--- config.mk ---
export PLATFORM = sky130hd
export DESIGN_NAME = sseg_bank_ctrl_flat
export DESIGN_NICKNAME = d
export VERILOG_FILES = /design/src/rtl/sseg_bank_ctrl_if.sv /design/src/rtl/sseg_bank_ctrl.sv /design/src/flat_wrapper.sv
export SDC_FILE = /design/constraint.sdc
export NUM_CORES = 1
export LEC_CHECK = 0
export ABC_AREA = 1
export ABC_CLOCK_PERIOD_IN_PS = 2900
export CAP_MARGIN = 10
export CORE_AREA = 2 2 100 102
export DETAILED_ROUTE_END_ITERATION = 8
export DIE_AREA = 0 0 102 104
export GPL_ROUTABILITY_DRIVEN = 0
export PLACE_DENSITY = 0.9
export SKIP_LAST_GASP = 1
export SYNTH_ARGS = -nofsm -noshare
export SYNTH_HDL_FRONTEND = slang
export SYNTH_SLANG_ARGS = --single-unit
--- constraint.sdc ---
create_clock -name clk_clk -period 2.9 [get_ports clk_clk]
set_input_delay 0.58 -clock clk_clk [delete_from_list [all_inputs] [get_ports clk_clk]]
set_output_delay 0.58 -clock clk_clk [all_outputs]
set_load 0.02 [all_outputs]
--- src/rtl/sseg_bank_ctrl_if.sv ---
// Bus interface for sseg_bank_ctrl: single-cycle write/read strobes,
// register address, write data and the registered read-back path.
interface sseg_bank_ctrl_if #(
    parameter int ADDR_W = 5
);
    logic              wr_en;
    logic              rd_en;
    logic [ADDR_W-1:0] addr;
    logic [7:0]        wr_data;
    logic [7:0]        rd_data;
    logic              rd_valid;

    modport master (
        output wr_en, rd_en, addr, wr_data,
        input  rd_data, rd_valid
    );

    modport slave (
        input  wr_en, rd_en, addr, wr_data,
        output rd_data, rd_valid
    );
endinterface

--- src/rtl/sseg_bank_ctrl.sv ---
// sseg_bank_ctrl: N-digit seven-segment register bank with per-digit hex
// decode, per-digit blink and registered read-back.
// Register map: DIGIT[0..N-1], BLINK_MASK at N, CTRL at N+1 (bit0 EN, bit1 HEX).
// Optional feature macro LZ_BLANK_EN: leading-zero blanking in HEX mode,
// enabled at run time by CTRL bit2.
module sseg_bank_ctrl #(
    parameter int NUM_DIGITS = 4,
    parameter int ADDR_W     = 5,
    parameter int BLINK_DIV  = 25000000
) (
    input  logic                    clk_clk,
    input  logic                    reset_reset_n,
    sseg_bank_ctrl_if.slave         bus,
    output logic [8*NUM_DIGITS-1:0] sseg_export
);

    localparam int                CNT_W      = (BLINK_DIV > 2) ? $clog2(BLINK_DIV) : 1;
    localparam logic [CNT_W-1:0]  CNT_LAST   = CNT_W'(BLINK_DIV - 1);
    localparam logic [ADDR_W-1:0] MASK_ADDR  = ADDR_W'(NUM_DIGITS);
    localparam logic [ADDR_W-1:0] CTRL_ADDR  = ADDR_W'(NUM_DIGITS + 1);
    // Only the mask bits that correspond to existing digits are storable.
    localparam logic [7:0]        MASK_VALID = (NUM_DIGITS >= 8) ? 8'hFF
                                               : 8'((1 << NUM_DIGITS) - 1);

    typedef enum logic {
        PH_OFF = 1'b0,
        PH_ON  = 1'b1
    } phase_t;

    logic [7:0]              digit_q [NUM_DIGITS];
    logic [7:0]              blink_mask_q;
    logic                    ctrl_en_q;
    logic                    ctrl_hex_q;
    logic                    ctrl_lz;
    logic [CNT_W-1:0]        blink_cnt_q;
    logic                    cnt_wrap;
    phase_t                  phase_q;
    phase_t                  phase_d;
    logic [NUM_DIGITS-1:0]   lz_blank;
    logic [7:0]              rd_mux_p0;
    logic [7:0]              rd_data_p1;
    logic                    rd_vld_p1;
    logic [8*NUM_DIGITS-1:0] seg_p0;

    // Active-low gfedcba pattern for a hex nibble.
    function automatic logic [6:0] hex7(input logic [3:0] nib);
        logic [6:0] s;
        case (nib)
            4'h0: s = 7'h40;
            4'h1: s = 7'h79;
            4'h2: s = 7'h24;
            4'h3: s = 7'h30;
            4'h4: s = 7'h19;
            4'h5: s = 7'h12;
            4'h6: s = 7'h02;
            4'h7: s = 7'h78;
            4'h8: s = 7'h00;
            4'h9: s = 7'h10;
            4'hA: s = 7'h08;
            4'hB: s = 7'h03;
            4'hC: s = 7'h46;
            4'hD: s = 7'h21;
            4'hE: s = 7'h06;
            default: s = 7'h0E;
        endcase
        return s;
    endfunction

    // Segment byte for one digit before blink/blanking overrides.
    function automatic logic [7:0] seg_encode(input logic [7:0] d, input logic en,
                                              input logic hex);
        logic [7:0] s;
        if (!en)       s = 8'hFF;
        else if (!hex) s = ~d;
        else           s = {~d[7], hex7(d[3:0])};
        return s;
    endfunction

    assign cnt_wrap = (blink_cnt_q == CNT_LAST);

    // Register bank writes; unmapped addresses fall through untouched.
    always_ff @(posedge clk_clk or negedge reset_reset_n) begin
        if (!reset_reset_n) begin
            for (int k = 0; k < NUM_DIGITS; k++) digit_q[k] <= 8'h00;
            blink_mask_q <= 8'h00;
            ctrl_en_q    <= 1'b1;
            ctrl_hex_q   <= 1'b1;
        end else if (bus.wr_en) begin
            for (int k = 0; k < NUM_DIGITS; k++) begin
                if (bus.addr == ADDR_W'(k)) digit_q[k] <= bus.wr_data;
            end
            if (bus.addr == MASK_ADDR) blink_mask_q <= bus.wr_data & MASK_VALID;
            if (bus.addr == CTRL_ADDR) begin
                ctrl_en_q  <= bus.wr_data[0];
                ctrl_hex_q <= bus.wr_data[1];
            end
        end
    end

`ifdef LZ_BLANK_EN
    logic lz_leading;

    // Run-time enable for leading-zero blanking (CTRL bit2).
    always_ff @(posedge clk_clk or negedge reset_reset_n) begin
        if (!reset_reset_n)                          ctrl_lz <= 1'b0;
        else if (bus.wr_en && bus.addr == CTRL_ADDR) ctrl_lz <= bus.wr_data[2];
    end

    // Blank zero digits from the top down until the first significant one; digit 0 always shows.
    always_comb begin
        lz_blank   = '0;
        lz_leading = 1'b1;
        for (int k = NUM_DIGITS - 1; k >= 1; k--) begin
            if (lz_leading && digit_q[k][3:0] == 4'h0 && !digit_q[k][7]) lz_blank[k] = 1'b1;
            else                                                        lz_leading = 1'b0;
        end
        if (!(ctrl_lz && ctrl_hex_q)) lz_blank = '0;
    end
`else
    assign ctrl_lz  = 1'b0;
    assign lz_blank = '0;
`endif

    // Free-running blink divider; runs whenever reset is released.
    always_ff @(posedge clk_clk or negedge reset_reset_n) begin
        if (!reset_reset_n) blink_cnt_q <= '0;
        else if (cnt_wrap)  blink_cnt_q <= '0;
        else                blink_cnt_q <= blink_cnt_q + 1'b1;
    end

    // Blink phase state register.
    always_ff @(posedge clk_clk or negedge reset_reset_n) begin
        if (!reset_reset_n) phase_q <= PH_ON;
        else                phase_q <= phase_d;
    end

    // Blink phase next state: toggle each time the divider wraps.
    always_comb begin
        phase_d = phase_q;
        if (cnt_wrap) phase_d = (phase_q == PH_ON) ? PH_OFF : PH_ON;
    end

    // Read-back mux; unmapped addresses return zero.
    always_comb begin
        rd_mux_p0 = 8'h00;
        for (int k = 0; k < NUM_DIGITS; k++) begin
            if (bus.addr == ADDR_W'(k)) rd_mux_p0 = digit_q[k];
        end
        if (bus.addr == MASK_ADDR) rd_mux_p0 = blink_mask_q;
        if (bus.addr == CTRL_ADDR) rd_mux_p0 = {5'b0, ctrl_lz, ctrl_hex_q, ctrl_en_q};
    end

    // Read stage: captures pre-write contents, so a same-cycle write is not visible.
    always_ff @(posedge clk_clk or negedge reset_reset_n) begin
        if (!reset_reset_n) begin
            rd_data_p1 <= 8'h00;
            rd_vld_p1  <= 1'b0;
        end else begin
            rd_vld_p1 <= bus.rd_en;
            if (bus.rd_en) rd_data_p1 <= rd_mux_p0;
        end
    end

    assign bus.rd_data  = rd_data_p1;
    assign bus.rd_valid = rd_vld_p1;

    // Per-digit segment pattern with blink and leading-zero overrides.
    always_comb begin
        seg_p0 = '1;
        for (int k = 0; k < NUM_DIGITS; k++) begin
            logic blink_bit;
            blink_bit = (k < 8) ? blink_mask_q[k[2:0]] : 1'b0;
            seg_p0[8*k +: 8] = seg_encode(digit_q[k], ctrl_en_q, ctrl_hex_q);
            if (lz_blank[k] || (blink_bit && phase_q == PH_OFF)) seg_p0[8*k +: 8] = 8'hFF;
        end
    end

    // Output stage: registered segment drive, all segments off in reset.
    always_ff @(posedge clk_clk or negedge reset_reset_n) begin
        if (!reset_reset_n) sseg_export <= '1;
        else                sseg_export <= seg_p0;
    end

endmodule

--- src/flat_wrapper.sv ---
// flat-port wrapper written by rule: the top's interface ports become plain ports
module sseg_bank_ctrl_flat 
#(
    parameter int NUM_DIGITS = 4,
    parameter int ADDR_W     = 5,
    parameter int BLINK_DIV  = 25000000
)
  (clk_clk, reset_reset_n, sseg_export, bus_wr_en, bus_rd_en, bus_addr, bus_wr_data, bus_rd_data, bus_rd_valid);
  sseg_bank_ctrl_if #(.ADDR_W(ADDR_W)) bus_i ();
  input  logic clk_clk;
  input  logic reset_reset_n;
  output logic [8*NUM_DIGITS-1:0] sseg_export;
  input wire logic [$bits(bus_i.wr_en)-1:0] bus_wr_en;
  input wire logic [$bits(bus_i.rd_en)-1:0] bus_rd_en;
  input wire logic [$bits(bus_i.addr)-1:0] bus_addr;
  input wire logic [$bits(bus_i.wr_data)-1:0] bus_wr_data;
  output wire logic [$bits(bus_i.rd_data)-1:0] bus_rd_data;
  output wire logic [$bits(bus_i.rd_valid)-1:0] bus_rd_valid;
  assign bus_i.wr_en = bus_wr_en;
  assign bus_i.rd_en = bus_rd_en;
  assign bus_i.addr = bus_addr;
  assign bus_i.wr_data = bus_wr_data;
  assign bus_rd_data = bus_i.rd_data;
  assign bus_rd_valid = bus_i.rd_valid;
  sseg_bank_ctrl #(.NUM_DIGITS(NUM_DIGITS), .ADDR_W(ADDR_W), .BLINK_DIV(BLINK_DIV)) u_core (.clk_clk(clk_clk), .reset_reset_n(reset_reset_n), .bus(bus_i), .sseg_export(sseg_export));
endmodule
==> results by group, run 1 <==
Timing
  • Hold WS: about 0.13 ns
  • Final hold vios: 0
  • RSZ-0062 raised after global routing: no
  • Slew @ Worst Pin: slightly above 0.7 ns
  • Maximum clock frequency: 0.4695 GHz
  • Final Max Tran Viols: 0
  • Final Worst Setup Slack: 0.7699 ns
  • Final worst path period share: 73.45%
  • Final setup violating endpoints: 0
  • Sum Neg Setup Slack: 0 ns
  • Worst slew margin: between 50% and 60%
  • Setup Skew: 0.01148 ns
  • Final worst path period need: 2.130 ns

Power and ir drop
  • Power Density: 543.8 mW/mm2
  • Max IR drop VDD: 0.2899 mV
  • Static leakage: ~3 nW

Min path
  • Hold crit path type: in2async

Placement
  • Placed inst area: between 0.006 and 0.007 mm2
  • Placed wire-length estimate: 10.57 mm
  • Worst slack, placed: 0.5940 ns
  • Port bufs: 57

Finish
  • Area of the multi-input gates: 0.002721 mm2
  • Register Area: between 0.002 and 0.003 mm2
  • Finished layout cell area: 0.006653 mm2
  • Util after Layout: around 70%
  • Layout Nets: around 820
  • Area growth syn-to-layout: 14.96%
  • Commonest non-fill, non-tap cell in the layout: nand2_1
  • Diodes inserted: 0
  • FILL cells: 729
  • Ratio of cells with drive above 1 in the final layout: 10.18%
  • Most frequent cells in the layout: nand2_1, inv_1, dfrtp_1

Clocking
  • Clock slew at reported path FFs: around 0.10 ns
  • CTS buffer count: 9
  • CTS resizes: 0
  • Post-CTS setup buffers: 0
  • H-tree depth: 3
  • Clk_lat worst skew: roughly 0.37 ns
  • Number of hold buffers added after CTS: 0
  • CTS tree: built
  • Max clock buf depth: 2
  • Sink Count: approximately 110
  • Clk root buf: clkbuf_8

Worst setup path
  • Critical Path Start: u_core.blink_cnt_q[0]
  • Setup CP Type: reg2reg
  • Endpoint class of the critical path: register
  • R2r worst-path depth: 7
  • Worst Path Required: 3.16 ns
  • Worst EP arrival: 2.39 ns
  • Max Fanout on Critical Path: 7
  • Critical R2R Launch: u_core.blink_cnt_q[0]
  • CP Launch Type: register

Synthesis
  • Post-synth top area cell: dfrtp_1
  • Yosys cell types: 32
  • Mapped cell area: between 0.005 and 0.006 mm2
  • Synth Instances: around 730
  • Synth warn: 0
  • Mapped Avg Cell Area: between 7 and 8 um2
  • Sequential area share after synthesis: a little under half
  • Dominant cells by area after synthesis: dfrtp_1, dfstp_2, nand2_1, ha_1, o21ai_0
  • Post-Syn Nets: 771
  • FF+latch count, synth: 105
  • Top cell type's share of synthesized area: 30.27%

Routing
  • Routed len/inst: roughly 16 um
  • Routed Antenna Nets: 0
  • WL final: about 14 mm
  • Vias post-DR: 5338
  • Detailed-router iteration count before antenna repair: 9
  • DRC viols: 0
  • Via density: between 5 and 6
  • Initial DRC Count: roughly 570

Flow run
  • Max Cap Viol: 0

GRT
  • Vias in the first global route: 4994
  • Largest net degree at the start of global routing: 75
  • GRT Util Overall: between 20% and 30%
  • First-pass GRT wire length: 23.49 mm
  • Total grt overflow: 0
  • Antenna violations before repair: 0

Floorplanning
  • Height of the die: 104 um
  • Die X: a little over 100 um
  • Core area: 0.009549 mm2
  • Rows: 36
  • Die area: 0.01061 mm2
  • Starting Density: 60.60%
  • IO Pins: 58

Status
  • Result of the run: finished clean
synth_stat cells:
cell	n
nor3b_1	1
or2_2	2
nor3_2	1
dfrtp_1	70
buf_6	3
nand3_2	1
o21ai_2	8
nor3_4	1
nand3_1	41
nor2_4	4
nor2_1	68
inv_1	76
nand2_4	2
nand4_1	12
o211ai_1	24
nor3_1	17
ha_1	25
a31oi_1	2
buf_2	3
o21ai_0	61
a21oi_1	25
nand2_1	205
xnor2_1	3
dfstp_2	35
o21ai_1	3
clkbuf_1	13
inv_2	3
xor2_1	9
nand2_2	3
o41ai_1	1
o221ai_1	4
o22ai_1	3
state kept, by name (all words and copies together) (netlist names):
register,flops
u_core.ctrl_en_q,1
u_core.sseg_export,32
u_core.blink_mask_q,4
u_core.bus.rd_data,8
u_core.phase_q,1
u_core.ctrl_hex_q,1
u_core.blink_cnt_q,25
u_core.bus.rd_valid,1
u_core.digit_q,32
worst paths after layout:
kind,endpoint,slack (ns)
worst max register to register,u_core.blink_cnt_q[13],0.77
worst min register to register,u_core.sseg_export[23],0.47
worst min-delay path,u_core.digit_q[17],0.13
max in group asynchronous,u_core.sseg_export[28],2.01
min in group clk_clk,u_core.sseg_export[23],0.47
worst max-delay path,u_core.blink_cnt_q[13],0.77
final cells by class:
type	instances	area share, %
multi-input cells	526	40.91
flip-flops and latches	105	40.15
repair buffers	60	9.065
inverters	79	4.457
well taps	133	2.501
clock buffers	9	1.862
clock inverters	7	1.053
critical path, stage by stage (launching register included):
cell	delay [ns]
dfrtp_1	0.50
ha_1	0.27
nand3_1	0.20
inv_1	0.20
nand3_1	0.12
nor2_1	0.42
buf_4	0.25
nor3_1	0.06
stage by stage:
stage	instances	power (mW)
after global routing	919	3.808
after detailed placement	903	2.714
after CTS	919	3.614
after global placement	903	2.658
final	919	3.618
after floorplan	729	2.363
power by group:
group          internal [mW]  switching [mW]  total (mW)
Clock                  0.399           0.512       0.911
Combinational          0.326           0.514       0.840
Sequential              1.66           0.207        1.87
Total                   2.38            1.23        3.62
routing by layer:
layer	share of wire (%)	global-route usage (%)	vias to the layer above
met4	3.9	13.43	0
met1	39	37.18	2509
met3	8.7	5.847	55
met2	48	43.61	286
met5	0	0	-
li1	-	-	2488
cell families (layout without fill, tap and decap cells):
kind of cell | after synthesis | count (layout) | synth area share, %
AND/OR/NAND/NOR | 358 | 358 | 26.49
AO/OA/AOI/OAI | 131 | 131 | 13.32
flip-flops | 105 | 105 | 46.16
buffers and inverters | 98 | 155 | 6.811
adder cells (fa/ha/maj) | 25 | 25 | 5.405
XOR/XNOR | 12 | 12 | 1.816
Power figures use the tool's default switching activity.
==> inputs of run 2 (changes only) <==
Settings changed: ABC_CLOCK_PERIOD_IN_PS 2900 to 2150, CORE_AREA 2 2 100 102 to 2 2 104 106, DIE_AREA 0 0 102 104 to 0 0 106 108, PLACE_DENSITY 0.9 to 0.85.
Clock period 2.9 ns to 2.15 ns, I/O delays scaled along.
==> run 2 against run 1 <==
Effect of this change:
- critical path depth shrank 6
- power grew 35%
- routed wire length grew 2.4%
- register-to-register slack lost 0.46 ns
- global-route usage shrank 0.61 points
- non-clock buffer count grew 10
- combinational power grew 38%
- clock skew grew 0.012 ns
- first-iteration DRC count shrank 30%
- design area grew 1.5%
- final cell count grew 1.4%
==> results by group, run 2 (synthesis results as in run 1) <==
Clocking
  • Sink Count: 105 (unchanged)
  • Post-CTS setup buffers: 0 (unchanged)
  • H-tree depth: 3 (unchanged)
  • Clk_lat worst skew: 0.40 ns (+0.03 ns)
  • Number of hold buffers added after CTS: 1 (+1)
  • Clk root buf: clkbuf_8
  • CTS buffer count: 9 (unchanged)
  • Clock slew at reported path FFs: 0.12 ns (+0.02 ns)
  • CTS tree: built
  • CTS resizes: 0 (unchanged)
  • Max clock buf depth: 2 (unchanged)

Finish
  • Register Area: 0.002671 mm2 (unchanged)
  • Most frequent cells in the layout: nand2_1, inv_1, dfrtp_1
  • Commonest non-fill, non-tap cell in the layout: nand2_1
  • Area growth syn-to-layout: 16.69%
  • Util after Layout: 66.00% (-3.7 points)
  • FILL cells: 833 (+14%)
  • Ratio of cells with drive above 1 in the final layout: 11.18% (+1.0 points)
  • Layout Nets: 833 (+1.2%)
  • Diodes inserted: 0 (unchanged)
  • Area of the multi-input gates: 0.002721 mm2 (unchanged)
  • Largest registers: u_core.digit_q: 32 flops, u_core.sseg_export: 32 flops, u_core.blink_cnt_q: 25 flops

Timing
  • Final worst path period share: between 90% and 100%
  • RSZ-0062 raised after global routing: no
  • Final hold vios: 0 (unchanged)
  • Final worst path period need: 1.976 ns
  • Final setup violating endpoints: 0 (unchanged)
  • Final Max Tran Viols: 0 (unchanged)
  • Setup Skew: 0.02336 ns (+0.01189 ns)
  • Sum Neg Setup Slack: 0 ns (unchanged)
  • Slew @ Worst Pin: 0.6653 ns (-0.04845 ns)
  • Worst slew margin: 55.65% (+3.2 points)
  • Maximum clock frequency: just over 0.5 GHz

Routing
  • Via density: 5.737 (-1.2%)
  • Routed Antenna Nets: 0 (unchanged)
  • Vias post-DR: 5347 (+0.17%)
  • Routed len/inst: 15.68 um (+1.0%)
  • DRC viols: 0 (unchanged)
  • Initial DRC Count: 396 (-30%)
  • Detailed-router iteration count before antenna repair: 5 (-4)
  • WL final: 14.61 mm (+2.4%)

Power and ir drop
  • Switching share of power: 35.64% (+1.6 points)
  • Clock Power Share: 24.9% (-0.3 points)
  • Combinational power share: 23.8% (+0.6 points)
  • Net Sw Power: 1.744 mW (+41%)
  • Total chip power: 4.894 mW (+35%)
  • P_int: 3.150 mW (+32%)
  • Power Density: 724.8 mW/mm2 (+33%)
  • Max IR drop VDD: 0.4983 mV (+72%)
  • Reg power frac: 51.3% (-0.3 points)
  • Static leakage: 3.032 nW (+1.5%)

Worst setup path
  • Endpoint class of the critical path: primary output
  • CP max stage cell: clkdlybuf4s50_1
  • CP Launch Type: register
  • Worst Path Required: 1.72 ns (-1.44 ns)
  • Worst EP arrival: 1.55 ns (-0.84 ns)
  • Critical Path Start: u_core.sseg_export[18]
  • Max Fanout on Critical Path: 1 (-6)
  • Reg2Reg Setup Slack: 0.31 ns (-0.46 ns)
  • Critical R2R Launch: u_core.blink_cnt_q[1]
  • Worst path max stage delay: 0.60 ns (+0.10 ns)
  • CP top delay family: buffers and inverters
  • Crit path cell chain: clkdlybuf4s50_1
  • Buffers & Inverters on Critical Path: 1 (-1)
  • Setup CP Type: reg2out

Floorplanning
  • IO Pins: 58 (unchanged)
  • Die area: 0.01145 mm2 (+7.9%)
  • Core area: 0.01023 mm2 (+7.1%)
  • Die X: 106 um (+3.9%)
  • Starting Density: 56.56% (-4.0 points)
  • Height of the die: 108 um (+3.8%)
  • Rows: 37 (+2.8%)

Placement
  • Port bufs: 57 (unchanged)
  • Placed wire-length estimate: 10.89 mm (+3.0%)

Min path
  • Hold wc startpoint: u_core.digit_q[31]
  • Hold crit path type: reg2reg

Status
  • Result of the run: finished clean

GRT
  • Antenna violations before repair: 0 (unchanged)
  • GRT Util Overall: 27.39% (-0.61 points)
  • Total grt overflow: 0 (unchanged)
  • Largest net degree at the start of global routing: 46 (-39%)
  • First-pass GRT wire length: 24.89 mm (+6.0%)
  • Vias in the first global route: 5255 (+5.2%)

Flow run
  • Max Cap Viol: 0 (unchanged)
==> run 2: cell count changes in the layout (fill, tap and decap cells not counted) <==
cell           change
dlygate4sd3_1      +1
clkinv_4           +1
clkinvlp_4         +1
bufinv_16          -1
clkinv_2           -3
clkinv_8           +2
inv_8              +1
buf_4              +8
inv_6              -1
buf_12             +1
==> run 2: path summary, 6_finish.rpt <==
check                                         end  cells past startpoint
max in group asynchronous  u_core.sseg_export[15]                      3
min in group asynchronous  u_core.blink_cnt_q[10]                      2
setup reg to reg            u_core.blink_cnt_q[5]                      8
hold / removal              u_core.sseg_export[7]                      1
hold reg to reg             u_core.sseg_export[7]                      1
setup / recovery                  sseg_export[18]                      1
==> run 2: routing by layer <==
layer  global-route usage (%)  wire, um
met1                    32.87      5640
met3                    4.762      1128
met2                    49.12      7409
met5                        0         0
met4                    11.09       434
==> run 2: final cells by class <==
| type | count | area share, % |
|---|---|---|
| flip-flops and latches | 105 | 39.56 |
| repair buffers | 70 | 10.26 |
| multi-input cells | 526 | 40.30 |
| clock inverters | 7 | 1.130 |
| inverters | 79 | 4.391 |
| clock buffers | 9 | 1.834 |
| well taps | 136 | 2.520 |
==> run 2: through the flow <==
step | hold slack, ns | setup slack [ns] | cell area [um2] | cells
floorplan | 0.1344 | 0.6155 | 5787 | 729
global placement | 0.3707 | 0.1434 | 6543 | 915
detailed placement | 0.3783 | 0.01085 | 6543 | 915
CTS | 0.4578 | 0.1560 | 6753 | 932
global route | 0.4931 | 0.1427 | 6753 | 932
finish | 0.4623 | 0.1738 | 6753 | 932
==> run 2: power groups by stage <==
stage	combinational, mW	clock, mW	sequential [mW]
2_1_floorplan	0.685	0	2.50
3_3_place_gp	1.09	0	2.52
3_5_place_dp	1.15	0	2.54
4_1_cts	1.16	1.24	2.50
5_1_grt	1.30	1.31	2.54
6_report	1.16	1.22	2.51
==> RTL change 1 (flow settings as in run 2) <==
`BLINK_DIV` is set to 25000000 in 2 places; all go to 12500000.
--- a/src/rtl/sseg_bank_ctrl.sv
+++ b/src/rtl/sseg_bank_ctrl.sv
@@ -6,7 +6,7 @@
 module sseg_bank_ctrl #(
     parameter int NUM_DIGITS = 4,
     parameter int ADDR_W     = 5,
-    parameter int BLINK_DIV  = 25000000
+    parameter int BLINK_DIV  = 12500000
 ) (
     input  logic                    clk_clk,
     input  logic                    reset_reset_n,
--- a/src/flat_wrapper.sv
+++ b/src/flat_wrapper.sv
@@ -3,7 +3,7 @@
 #(
     parameter int NUM_DIGITS = 4,
     parameter int ADDR_W     = 5,
-    parameter int BLINK_DIV  = 25000000
+    parameter int BLINK_DIV  = 12500000
 )
   (clk_clk, reset_reset_n, sseg_export, bus_wr_en, bus_rd_en, bus_addr, bus_wr_data, bus_rd_data, bus_rd_valid);
   sseg_bank_ctrl_if #(.ADDR_W(ADDR_W)) bus_i ();
Formal check against the unedited RTL: same outputs for any inputs over 4 cycles, from zero or initial values and one cycle with reset_reset_n low; that may be too few to reach the edited logic, so the function may still have changed.
==> RTL change 1 against run 2 <==
- worst setup slack improved by 27 ps
- synthesized area barely moved
- first-iteration DRC count rose by 11%
- hold slack got worse by 460 ps
- total power fell by 2.1%
- sequential share of layout area rose by 0.16 points
- wire length fell by 4.7%
- fmax rose by 1.4%
- final area fell by 1.3%
- die area did not move
- sequential cell count fell by 1
- clock power fell by 6%
==> RTL change 1: results (changes against run 2) <==
DRT met1 WL=5.86 mm (+3.8%); slowest stage cell, crit path=clkdlybuf4s50_1; Tot GR Track Use=0.256 (-0.0184); wire per inst=15.5 microns (-1.4%); synth cell count leaders=nand2_1, dfrtp_1, inv_1; post-synth net total=746 (-3.2%); Placed Cells=885 (-3.3%); r2r startpoint=u_core.blink_cnt_q[0]; hold_ws=0.326 ps (-462 ps); status=finished clean; leakage=2.93 nW (-3.4%); Nets=802 (-3.7%); met3 routed WL=1.18 mm (+4.8%); Fin Clk Skew=15.4 ps (-7.96 ps); XOR/XNOR share of the synthesized area=0.0182 (about the same); pre-CTS setup slack=120 ps (+110 ps); worst r2r dst=u_core.blink_cnt_q[10]; Vias/cell=5.70 (-0.68%); worst vdd ir=0.415 mV (-17%); vias in the first global route=4819 (-8.3%); total wire length=13.9 mm (-4.7%); critical path data arrival time=1520 ps (-30 ps); Synth Area in Compound Gates=0.140 (+0.00720); Hold Buf Count CTS=0 (-1); Area contributors post-synth=dfrtp_1, dfstp_2, nand2_1, ha_1, inv_1; pin count of the biggest net entering global routing=44 (-4.3%); Mapped Avg Cell Area=8.22 sq um (+3.5%); last element of the critical path=sseg_export[31]; Regs by FF count=u_core.digit_q x32, u_core.sseg_export x32, u_core.blink_cnt_q x24; Adder-Cell Fraction of Synth Area=0.0541 (about the same); flop-to-flop setup slack=340 ps (+30 ps); sequential-to-total area share from yosys stat=0.457 (-0.00413); Unique masters post-synth=34 (+6.3%); DPL Wire Length=10.3 mm (-5.3%); share of layout cells above drive strength 1=0.153 (+0.0411)
## RTL change 1: changes by cell type in the layout (fill, tap and decap cells not counted), sizes merged, moves of 2 or more
cell,delta
a21oi,-2
inv,-11
buf,-4
o211ai,+2
nand4,+2
nor3,-9
nand3,+2
nor2,+2
nand2,-11
## RTL change 1: final cells by class
cell class,instances,area (sq um),area share
clock buffers,10,138,0.0207
inverters,68,255,0.0383
flip-flops and latches,104,2650,0.397
well taps,136,170,0.0255
clock inverters,6,43.8,0.00657
repair buffers,65,641,0.0962
multi-input cells,512,2770,0.416
## RTL change 1: routing by layer
layer | track usage | vias up
met5 | 0 | -
met4 | 0.110 | 0
met3 | 0.0476 | 45
met2 | 0.408 | 273
met1 | 0.346 | 2388
li1 | - | 2428
## RTL change 1: where the power goes
group          switching [W]  internal [W]
logic               0.000702      0.000464
registers           0.000260       0.00222
clock network       0.000690      0.000457
==> RTL change 2 (flow settings as in run 2) <==
Made on the original files. Register the output `sseg_export` once more, cleared by the reset; this adds one clock of latency there. The other outputs are not delayed to match.
--- a/src/rtl/sseg_bank_ctrl.sv
+++ b/src/rtl/sseg_bank_ctrl.sv
@@ -26,6 +26,8 @@
         PH_OFF = 1'b0,
         PH_ON  = 1'b1
     } phase_t;
+
+    logic [8*NUM_DIGITS-1:0] sseg_export_s0;
 
     logic [7:0]              digit_q [NUM_DIGITS];
     logic [7:0]              blink_mask_q;
@@ -177,8 +179,16 @@
 
     // Output stage: registered segment drive, all segments off in reset.
     always_ff @(posedge clk_clk or negedge reset_reset_n) begin
-        if (!reset_reset_n) sseg_export <= '1;
-        else                sseg_export <= seg_p0;
+        if (!reset_reset_n) sseg_export_s0 <= '1;
+        else                sseg_export_s0 <= seg_p0;
+    end
+
+    always_ff @(posedge clk_clk or negedge reset_reset_n) begin
+        if (!reset_reset_n) begin
+            sseg_export <= '0;
+        end else begin
+            sseg_export <= sseg_export_s0;
+        end
     end
 
 endmodule
Behaviour: not the same (Yosys sat finds a counterexample within 4 cycles, from zero or initial values and one cycle with reset_reset_n low).
==> RTL change 2 against run 2 <==
- final area grew 17%
- worst setup slack improved by 0.55 ps
- total power rose by 45%
- sequential share of layout area increased by 4.5 points
- synthesized area up 14%
- via count grew 5.4%
- cell count up 2.9%
- sequential cell count grew 32
- wire length is 7.3% higher
- fmax hardly changed
- count of clock-buffer cells in the layout grew 16
- largest power group unchanged
- utilization rose by 11 points
==> RTL change 2: results (changes against run 2) <==
share of layout cells above drive strength 1=0.140 (+0.0279); CTS Buf Count=17 (+8); H-tree depth=4 (+1); DPL Wire Length=10.9 mm (about the same); worst-path fanout max=2 (+1); sw frac=0.291 (-0.0650); Vias=5636 (+5.4%); r2r startpoint=u_core.blink_cnt_q[0]; Cell Area, Placed=0.00731 sq mm (+12%); Tightest Pin Transition=744 ps (+79.2 ps); Regs by FF count=u_core.digit_q x32, u_core.sseg_export x32, u_core.sseg_export_s0 x32; Mapped Avg Cell Area=8.88 sq um (+12%); sequential-to-total area share from yosys stat=0.528 (+0.0666); Tot GR Track Use=0.292 (+0.0179); Area contributors post-synth=dfrtp_1, dfstp_2, nand2_1, ha_1, nor2_1; wire per inst=16.3 microns (+4.3%); Pre-antenna DRT Iters=6 (+1); Adder-Cell Fraction of Synth Area=0.0476 (-0.00646); hold-critical path depth=0 (-1); max incr delay on CP=630 ps (+30 ps); post-synth net total=782 (+1.4%); Synth Area in Compound Gates=0.128 (-0.00526); worst r2r dst=u_core.blink_cnt_q[18]; Placed Cells=926 (+1.2%); vias in the first global route=5424 (+3.2%); pin count of the biggest net entering global routing=43 (-6.5%); synth cell count leaders=nand2_1, dfrtp_1, nor2_1; Fin Clk Skew=7.55 ps (-15.8 ps); Vias/cell=5.88 (+2.4%); yosys warns=0 (unchanged); clock slew seen by the registers of the worst setup and hold paths=60 ps (-60 ps); hold endpoint=u_core.sseg_export[9]; Port Buf Inserts=57 (unchanged); Fillers=651 (-22%); leakage=3.50 nW (+15%); Crit path max-delay family=buffers and inverters; XOR/XNOR share of the synthesized area=0.0187 (+0.000494); clk_lat worst skew=530 ps (+130 ps); pre-CTS setup slack=102 ps (+90.8 ps); worst vdd ir=0.860 mV (+73%); 1st-iter DRT viols=539 (+36%); hold_ws=382 ps (-80.6 ps); first-pass GRT wire length=25.8 mm (+3.7%); path depth of the worst reg2reg path=8 (unchanged); flop-to-flop setup slack=310 ps (about the same); Nets=852 (+2.3%); Unique masters post-synth=33 (+3.1%); status=finished clean; Worst Hold Launch=u_core.sseg_export_s0[9]
==> RTL change 2: worst max path at each step <==
stage                                     start  slack (ps)                endpoint  cells after the start
after CTS                 u_core.bus.rd_data[3]         160          bus_rd_data[3]                      1
after global placement              bus_addr[4]         180      u_core.digit_q[17]                      7
after detailed placement            bus_addr[4]         100      u_core.digit_q[17]                      7
final                     u_core.bus.rd_data[3]         170          bus_rd_data[3]                      1
after floorplan           u_core.blink_cnt_q[0]         680  u_core.blink_cnt_q[12]                      9
after global routing      u_core.bus.rd_data[2]         140          bus_rd_data[2]                      1
==> RTL change 2: layout make-up <==
type / instances / area, sq um / share of cell area
clock buffers: 25 / 484 / 0.0615
flip-flops and latches: 137 / 3470 / 0.441
clock inverters: 7 / 68.8 / 0.00874
inverters: 69 / 259 / 0.0329
well taps: 136 / 170 / 0.0216
repair buffers: 72 / 683 / 0.0867
multi-input cells: 513 / 2740 / 0.348
==> RTL change 2: power groups by stage <==
stage / clock (W) / sequential (W) / combinational, W
floorplan: 0 / 0.00319 / 0.000703
global placement: 0 / 0.00321 / 0.00111
detailed placement: 0 / 0.00323 / 0.00117
CTS: 0.00273 / 0.00319 / 0.00119
global route: 0.00284 / 0.00324 / 0.00133
finish: 0.00269 / 0.00320 / 0.00120
==> RTL change 2: layer usage <==
metal	global-route usage	part of all wire	vias up
li1	-	-	2584
met1	0.367	0.39	2626
met2	0.469	0.48	350
met3	0.0826	0.098	76
met4	0.144	0.037	0
met5	0	0	-
==> RTL change 2: cells by family (layout without fill, tap and decap cells) <==
family	after synthesis	after routing
adder cells (fa/ha/maj)	25	25
AND/OR/NAND/NOR	338	338
AO/OA/AOI/OAI	136	136
buffers and inverters	90	173
flip-flops	137	137
XOR/XNOR	14	14
